**src/rtl/fifo_flex.sv**
```systemverilog
// Single-clock synchronous FIFO with selectable registered / first-word-fall-through read,
// occupancy count, programmable almost flags, synchronous flush and sticky error flags.
module fifo_flex #(
  parameter int DATA_WIDTH    = 8,
  parameter int DEPTH         = 16,
  parameter bit FWFT          = 1'b0,
  parameter int AFULL_THRESH  = DEPTH - 2,
  parameter int AEMPTY_THRESH = 2,
  localparam int ADDR_WIDTH   = $clog2(DEPTH)
) (
  input  logic                  clk,
  input  logic                  rst_n,
  input  logic                  flush,
  input  logic                  clr_err,
  input  logic                  wr_en,
  input  logic [DATA_WIDTH-1:0] data_in,
  input  logic                  rd_en,
  output logic [DATA_WIDTH-1:0] data_out,
  output logic                  full,
  output logic                  empty,
  output logic                  almost_full,
  output logic                  almost_empty,
  output logic [ADDR_WIDTH:0]   count,
  output logic                  overflow,
  output logic                  underflow
);

  localparam logic [ADDR_WIDTH:0] DEPTH_C  = (ADDR_WIDTH+1)'(DEPTH);
  localparam logic [ADDR_WIDTH:0] AFULL_C  = (ADDR_WIDTH+1)'(AFULL_THRESH);
  localparam logic [ADDR_WIDTH:0] AEMPTY_C = (ADDR_WIDTH+1)'(AEMPTY_THRESH);

  logic [DATA_WIDTH-1:0] mem [DEPTH];
  logic [ADDR_WIDTH:0]   wr_ptr, rd_ptr;
  logic [ADDR_WIDTH-1:0] wr_idx, rd_idx;
  logic                  wr_ok, rd_ok;

  assign wr_idx = wr_ptr[ADDR_WIDTH-1:0];
  assign rd_idx = rd_ptr[ADDR_WIDTH-1:0];

  // Accept decisions look only at flags from the registered count, so a
  // simultaneous pop never frees room for a push in the same cycle (and vice versa).
  assign wr_ok = wr_en & ~full  & ~flush;
  assign rd_ok = rd_en & ~empty & ~flush;

  assign full         = (count == DEPTH_C);
  assign empty        = (count == '0);
  assign almost_full  = (count >= AFULL_C);
  assign almost_empty = (count <= AEMPTY_C);

  always_ff @(posedge clk or negedge rst_n) begin
    if (!rst_n) begin
      wr_ptr <= '0;
      rd_ptr <= '0;
      count  <= '0;
    end else if (flush) begin
      wr_ptr <= '0;
      rd_ptr <= '0;
      count  <= '0;
    end else begin
      if (wr_ok) wr_ptr <= wr_ptr + 1'b1;
      if (rd_ok) rd_ptr <= rd_ptr + 1'b1;
      case ({wr_ok, rd_ok})
        2'b10:   count <= count + 1'b1;
        2'b01:   count <= count - 1'b1;
        default: count <= count;
      endcase
    end
  end

  // Storage is intentionally not reset.
  always_ff @(posedge clk) begin
    if (wr_ok) mem[wr_idx] <= data_in;
  end

  always_ff @(posedge clk or negedge rst_n) begin
    if (!rst_n) begin
      overflow  <= 1'b0;
      underflow <= 1'b0;
    end else begin
      if (wr_en & full & ~flush) overflow <= 1'b1;
      else if (clr_err)          overflow <= 1'b0;
      if (rd_en & empty & ~flush) underflow <= 1'b1;
      else if (clr_err)           underflow <= 1'b0;
    end
  end

  generate
    if (FWFT) begin : g_fwft
      assign data_out = empty ? '0 : mem[rd_idx];
    end else begin : g_reg
      logic [DATA_WIDTH-1:0] data_q;
      always_ff @(posedge clk or negedge rst_n) begin
        if (!rst_n)     data_q <= '0;
        else if (flush) data_q <= '0;
        else if (rd_ok) data_q <= mem[rd_idx];
      end
      assign data_out = data_q;
    end
  endgenerate

  // Wrap-bit pointers and the count register must always agree.
  always_ff @(posedge clk) begin
    if (rst_n) assert (count == ADDR_WIDTH'(0) + (wr_ptr - rd_ptr));
  end

endmodule

```
**config.mk**
```make
export PLATFORM = sky130hd
export DESIGN_NAME = fifo_flex
export DESIGN_NICKNAME = d
export VERILOG_FILES = /design/src/rtl/fifo_flex.sv
export SDC_FILE = /design/constraint.sdc
export NUM_CORES = 1
export LEC_CHECK = 0
export ABC_AREA = 1
export ABC_CLOCK_PERIOD_IN_PS = 1800
export BUFFER_PORTS_ARGS = -buffer_cell sky130_fd_sc_hd__buf_2
export CORE_ASPECT_RATIO = 0.75
export CORE_UTILIZATION = 25
export DETAILED_ROUTE_END_ITERATION = 8
export SKIP_CTS_REPAIR_TIMING = 1
export SYNTH_ARGS = -nofsm -noshare
export SYNTH_HDL_FRONTEND = slang
export SYNTH_SLANG_ARGS = --single-unit
```
**constraint.sdc**
```tcl
create_clock -name clk -period 1.8 [get_ports clk]
set_input_delay 0.36 -clock clk [delete_from_list [all_inputs] [get_ports clk]]
set_output_delay 0.36 -clock clk [all_outputs]
set_load 0.05 [all_outputs]
```
==> flow_metrics.py, run 1 <==
metrics = {
    "cts": {
        "path_clk_slew_ps": 60,
        "clkLatencyLatePin_ps": 420,
        "clock_path_buffers": 2,
        "clkSinkCount": 151,
        "cts_htree_levels": 4,
        "cts_tree": "yes",
        "cts_root_buffer": "clkbuf_16",
        "cts-buffers-inserted": 17,
    },
    "worst_setup_path": {
        "regToRegStartpoint": "count[0]",
        "start_kind": "flop",
        "cp.required_ps": 1440,
        "arrival_ps": 1580,
        "crit_path_end_kind": "output pin",
        "worstPathMaxFanout": 6,
        "r2r_end": "count[4]",
        "reg2reg_slack_ps": -30,
        "rr_worst_depth": 15,
        "crit_type": "flop to output pin",
    },
    "worst_hold_path": {
        "hold_depth": 2,
        "hold_end": "underflow",
        "worstHoldStart": "clr_err",
        "hold_class": "primary input to flop",
    },
    "synth": {
        "ys_ff_latch": 151,
        "syn_area_sq_um": 6320,
        "avgSynthCellArea_sq_um": 11.7,
        "synth.most_common_cell": "edfxtp_1",
        "synth_nets": 559,
        "yosysUniqueCellTypes": 31,
        "synth_area_leaders": "edfxtp_1 (61%), dfrtp_1 (9.1%), nand2_1 (5.2%)",
        "ys_async_sr_fraction_pct": 15.2,
        "yosys.area.top_type": "edfxtp_1",
        "synth-seq-area-share_pct": 69.9,
        "yosysWarnings": 0,
        "synth-main-ff-cell": "edfxtp_1",
        "synth_top_cell_area_share_pct": 60.8,
        "synth_edf_count": 128,
        "syn_inst": 538,
        "yosys-top-cells-count": "edfxtp_1 (128), nand2_1 (87), nor2_1 (61), o21ai_0 (59), nand3_1 (36)",
    },
    "finish": {
        "fin_area_sq_um": 8330,
        "n_fill_cell": 2462,
        "drive_above_1_share_pct": 28.3,
        "antennaDiodeCount": 0,
        "finish.net_count": 654,
        "utilization_pct": 34.1,
        "syn2layout_area_growth_pct": 31.8,
        "seqCellArea_sq_um": 4430,
        "instances_no_fill": 977,
        "multi_input_area_sq_um": 1790,
    },
    "floorplan": {
        "core_region_area_sq_um": 24400,
        "initial_utilization_pct": 25.9,
        "chipWidth_microns": 186,
        "die_h_microns": 140,
        "fp-row-count": 49,
        "die_area_sq_um": 25900,
        "io_pins": 33,
    },
    "power": {
        "leakagePower_uw": 0.00312,
        "max-vdd-ir-drop_mv": 0.732,
        "fin_total_pwr_uw": 11900,
        "p_per_area_nw_per_um2": 1430,
    },
    "timing": {
        "layout_setup_ws_ps": -138,
        "min_period_ps": 1940,
        "slew_viol_final": 0,
        "fin_crit_sh_pct": 108,
        "rsz0062_at_grt": "true",
        "fin_worst_skew_ps": 5.74,
        "relSlewSlack_pct": 62.8,
        "fin_hold_ws_ps": 144,
        "max_freq_mhz": 516,
        "final_hold_viol_count": 0,
        "finalSetupViolCount": 4,
        "tightest_slew_ps": 557,
    },
    "place": {
        "port_buffers": 32,
        "gp_congestion": 0.865,
        "dpl_cell_area_sq_um": 7600,
        "dpl.hpwl_mm": 10.9,
        "dp.cells": 939,
    },
    "grt": {
        "grt_max_degree": 44,
        "gr-total-overflow": 0,
        "antenna_found_initial": 0,
        "first_global_vias": 4196,
        "grt_pass1_wl_mm": 24.9,
        "grtUsageTotal_pct": 13.2,
    },
    "outcome": {
        "violations": "negative setup slack",
        "status": "finished, violations left",
    },
    "drt": {
        "met3_length_mm": 1.32,
        "drt_iter0_markers": 509,
        "wl_per_cell_microns": 16.9,
        "dr.pass1.iters": 5,
        "routed_wl_mm": 16.5,
        "routed.top_layer": "met4",
        "drc": 0,
        "drtAntennaViolNets": 0,
        "viasPerCell": 4.52,
        "wl_met2_mm": 6.84,
        "vias": 4417,
        "wl_met1_mm": 8.17,
    },
    "job": {
        "cap_viol_max_count": 0,
    },
}
## logic make-up (layout without fill, tap and decap cells)
kind of cell / count (synthesis) / after routing / synth area share (%)
flops: 151 / 151 / 69.9
buf+inv: 61 / 169 / 4.02
xor+xnor: 2 / 2 / 0.277
simple gates: 204 / 204 / 14.2
compound gates: 113 / 113 / 10.3
fa+ha+maj: 7 / 7 / 1.39
## area by class of cell
type | instances | area share [%]
Sequential cell | 151 | 53.2
Multi-Input combinational cell | 326 | 21.5
Timing Repair Buffer | 99 | 11.4
Clock buffer | 18 | 5.15
Tap cell | 331 | 4.97
Clock inverter | 14 | 1.89
Inverter | 38 | 1.86
## critical path, cell delays in order (launching register included)
cell and delay, ps:
dfrtp_2 450, buf_6 150, a2111oi_4 350, buf_6 210
## per-layer routing
layer  vias up  track usage [%]
met5         -                0
met4         0             3.11
met3        11             3.66
met2       158             17.8
met1      2139             20.3
li1       2109                -
## cells in the final DEF, fill, tap and decap left out, types with 6 or more instances in the layout
master	Yosys	routed
edfxtp_1	128	128
nand2_1	87	86
o21ai_0	59	58
nor2_1	61	44
buf_4	0	43
nand3_1	36	35
inv_1	31	28
buf_2	10	28
nor2_2	5	20
a21oi_1	18	18
clkbuf_16	0	18
buf_12	0	18
dfrtp_1	23	16
o22ai_1	11	9
o221ai_1	9	7
o21ai_1	6	7
buf_6	1	7
dfrtp_2	0	6
## power by group
group          total, uW  internal, uW  switching (uW)
combinational       4180          1500            2680
clock               3550          2160            1390
sequential          4170          4000             167
total              11900          7660            4240
## through the flow
step	worst slack, ps	setup TNS, ps
floorplan	-103	-115
global placement	-70.3	-1260
detailed placement	-49.5	-1140
CTS	-247	-802
global route	-190	-682
finish	-138	-268
## flip-flops by register name (all words and copies together) (netlist names)
register,flops
data_out,8
underflow,1
overflow,1
wr_ptr,4
count,5
mem,128
rd_ptr,4
## worst max-delay path by stage
stage | end | start | depth (start not counted)
after CTS | almost_empty | count[0] | 3
after global placement | data_out[3] | rd_ptr[1] | 9
after detailed placement | mem[10][2] | flush | 7
after floorplan | count[4] | count[2] | 16
final | almost_empty | count[1] | 3
after global routing | count[4] | count[0] | 15
No activity file was read; power rests on OpenSTA's default activity.
==> run 2, diff against run 1 <==
ABC_AREA = unset   (was 1)
==> flow_metrics.py, run 2 <==
metrics = {
    "place": {
        "dpl.hpwl_mm": 9.02,
        "port_buffers": 32,
        "dpl_cell_area_sq_um": 7420,
        "dp.cells": 723,
        "gp_congestion": 0.790,
    },
    "power": {
        "max-vdd-ir-drop_mv": 0.588,
        "p_per_area_nw_per_um2": 1370,
        "leakagePower_uw": 0.00278,
        "fin_total_pwr_uw": 11200,
    },
    "synth": {
        "syn_area_sq_um": 6310,
        "yosysUniqueCellTypes": 43,
        "synth_edf_count": 128,
        "synth.most_common_cell": "edfxtp_1",
        "synth_nets": 350,
        "synth_top_cell_area_share_pct": 60.9,
        "yosysWarnings": 0,
        "synth_area_leaders": "edfxtp_1 (61%), mux4_1 (12%), dfrtp_1 (9.1%)",
        "synth-seq-area-share_pct": 70.1,
        "ys_ff_latch": 151,
        "syn_inst": 329,
        "yosys.area.top_type": "edfxtp_1",
        "avgSynthCellArea_sq_um": 19.2,
        "yosys-top-cells-count": "edfxtp_1 (128), mux4_1 (30), dfrtp_1 (23), nor2_1 (23), nand2_1 (14)",
        "synth-main-ff-cell": "edfxtp_1",
        "ys_async_sr_fraction_pct": 15.2,
    },
    "outcome": {
        "status": "finished, violations left",
        "violations": "negative setup slack",
    },
    "worst_setup_path": {
        "arrival_ps": 2590,
        "rr_worst_depth": 9,
        "crit_type": "flop to flop",
        "startpoint": "count[1]",
        "worstPathMaxFanout": 3,
        "crit_path_end_kind": "flop",
        "start_kind": "flop",
        "cp.required_ps": 2130,
        "regToRegStartpoint": "count[1]",
    },
    "timing": {
        "rsz0062_at_grt": "true",
        "tightest_slew_ps": 604,
        "final.setup.tns_ps": -38210,
        "relSlewSlack_pct": 59.7,
        "slew_viol_final": 0,
        "final_hold_viol_count": 0,
        "min_period_ps": 2260,
        "layout_setup_ws_ps": -458,
        "fin_crit_sh_pct": 125,
        "max_freq_mhz": 443,
        "finalSetupViolCount": 150,
        "fin_worst_skew_ps": 4.63,
    },
    "drt": {
        "drc": 0,
        "wl_per_cell_microns": 17.7,
        "drt_iter0_markers": 238,
        "dr.pass1.iters": 4,
        "drtAntennaViolNets": 0,
        "vias": 3274,
        "viasPerCell": 4.30,
        "routed_wl_mm": 13.5,
    },
    "grt": {
        "first_global_vias": 3455,
        "grt_pass1_wl_mm": 20.8,
        "antenna_found_initial": 0,
        "gr-total-overflow": 0,
        "grtUsageTotal_pct": 11.1,
        "grt_max_degree": 27,
    },
    "finish": {
        "antennaDiodeCount": 0,
        "instances_no_fill": 761,
        "finish.net_count": 438,
        "layout_commonest_cell": "edfxtp_1",
        "drive_above_1_share_pct": 47.2,
        "utilization_pct": 33.6,
        "largest-register": "mem",
        "fin_area_sq_um": 8170,
        "syn2layout_area_growth_pct": 29.5,
        "mostFrequentLayoutCells": "edfxtp_1 (128), mux4_2 (38), buf_4 (31)",
        "largest_reg_flops": 128,
    },
    "floorplan": {
        "initial_utilization_pct": 25.9,
        "die_area_sq_um": 25900,
        "die_h_microns": 140,
        "core_region_area_sq_um": 24300,
        "io_pins": 33,
        "fp-row-count": 49,
        "chipWidth_microns": 185,
    },
    "cts": {
        "clkSinkCount": 151,
        "clkLatencyLatePin_ps": 410,
        "cts-buffers-inserted": 17,
        "clock_path_buffers": 2,
        "cts_root_buffer": "clkbuf_16",
        "cts_tree": "yes",
        "cts_htree_levels": 4,
        "path_clk_slew_ps": 60,
    },
    "worst_hold_path": {
        "hold_depth": 3,
        "hold_class": "primary input to flop",
        "worstHoldStart": "clr_err",
    },
    "job": {
        "cap_viol_max_count": 0,
    },
}
==> run 2: final timing paths <==
check	endpoint	slack (ps)
worst max-delay path	count[4]	-460
worst min-delay path	overflow	250
worst max register to register	count[4]	-460
worst min register to register	data_out[0]	500
max in group asynchronous	rd_ptr[0]	880
min in group asynchronous	count[2]	490
==> run 2: layer usage <==
metal  track usage (%)  share of wire (%)
met1              15.4                 48
met3              4.14                5.6
met4              3.04               0.70
met2              16.3                 45
met5                 0                  0
==> run 2: cell families after synthesis <==
| group | after synthesis | synth area share [%] |
|---|---|---|
| multiplexers | 43 | 16.6 |
| flip-flops | 151 | 70.1 |
| AO/OA/AOI/OAI | 32 | 3.81 |
| XOR/XNOR | 7 | 0.972 |
| buffers and inverters | 25 | 2.14 |
| AND/OR/NAND/NOR | 64 | 5.08 |
| adder cells (fa/ha/maj) | 7 | 1.39 |
==> run 2: power breakdown <==
part           internal (uW)  switching (uW)
combinational           1640            1800
sequential              3970             152
clock                   2190            1420
total                   7800            3370
==> run 2: cell type report <==
cell class,instances,area (sq um)
Tap cell,331,414
Timing Repair Buffer,88,797
Clock inverter,14,173
Inverter,6,37.5
Sequential cell,151,4430
Fill cell,2272,16200
Clock buffer,18,429
Multi-Input combinational cell,153,1890
==> run 2: metrics by stage <==
stage / hold slack [ps] / setup slack, ps
after floorplan: 64.4 / -642
after global placement: 391 / -407
after CTS: -47.7 / -444
after detailed placement: 406 / -489
final: 255 / -458
after global routing: 260 / -600
==> run 2: worst max-delay path: stages, from the launching register on <==
cell	delay [ps]
dfrtp_2	430
nor4_4	390
mux2i_2	300
xor2_1	110
ha_2	220
buf_4	140
a31oi_2	200
o31ai_2	100
o211a_1	110
nor3_1	160
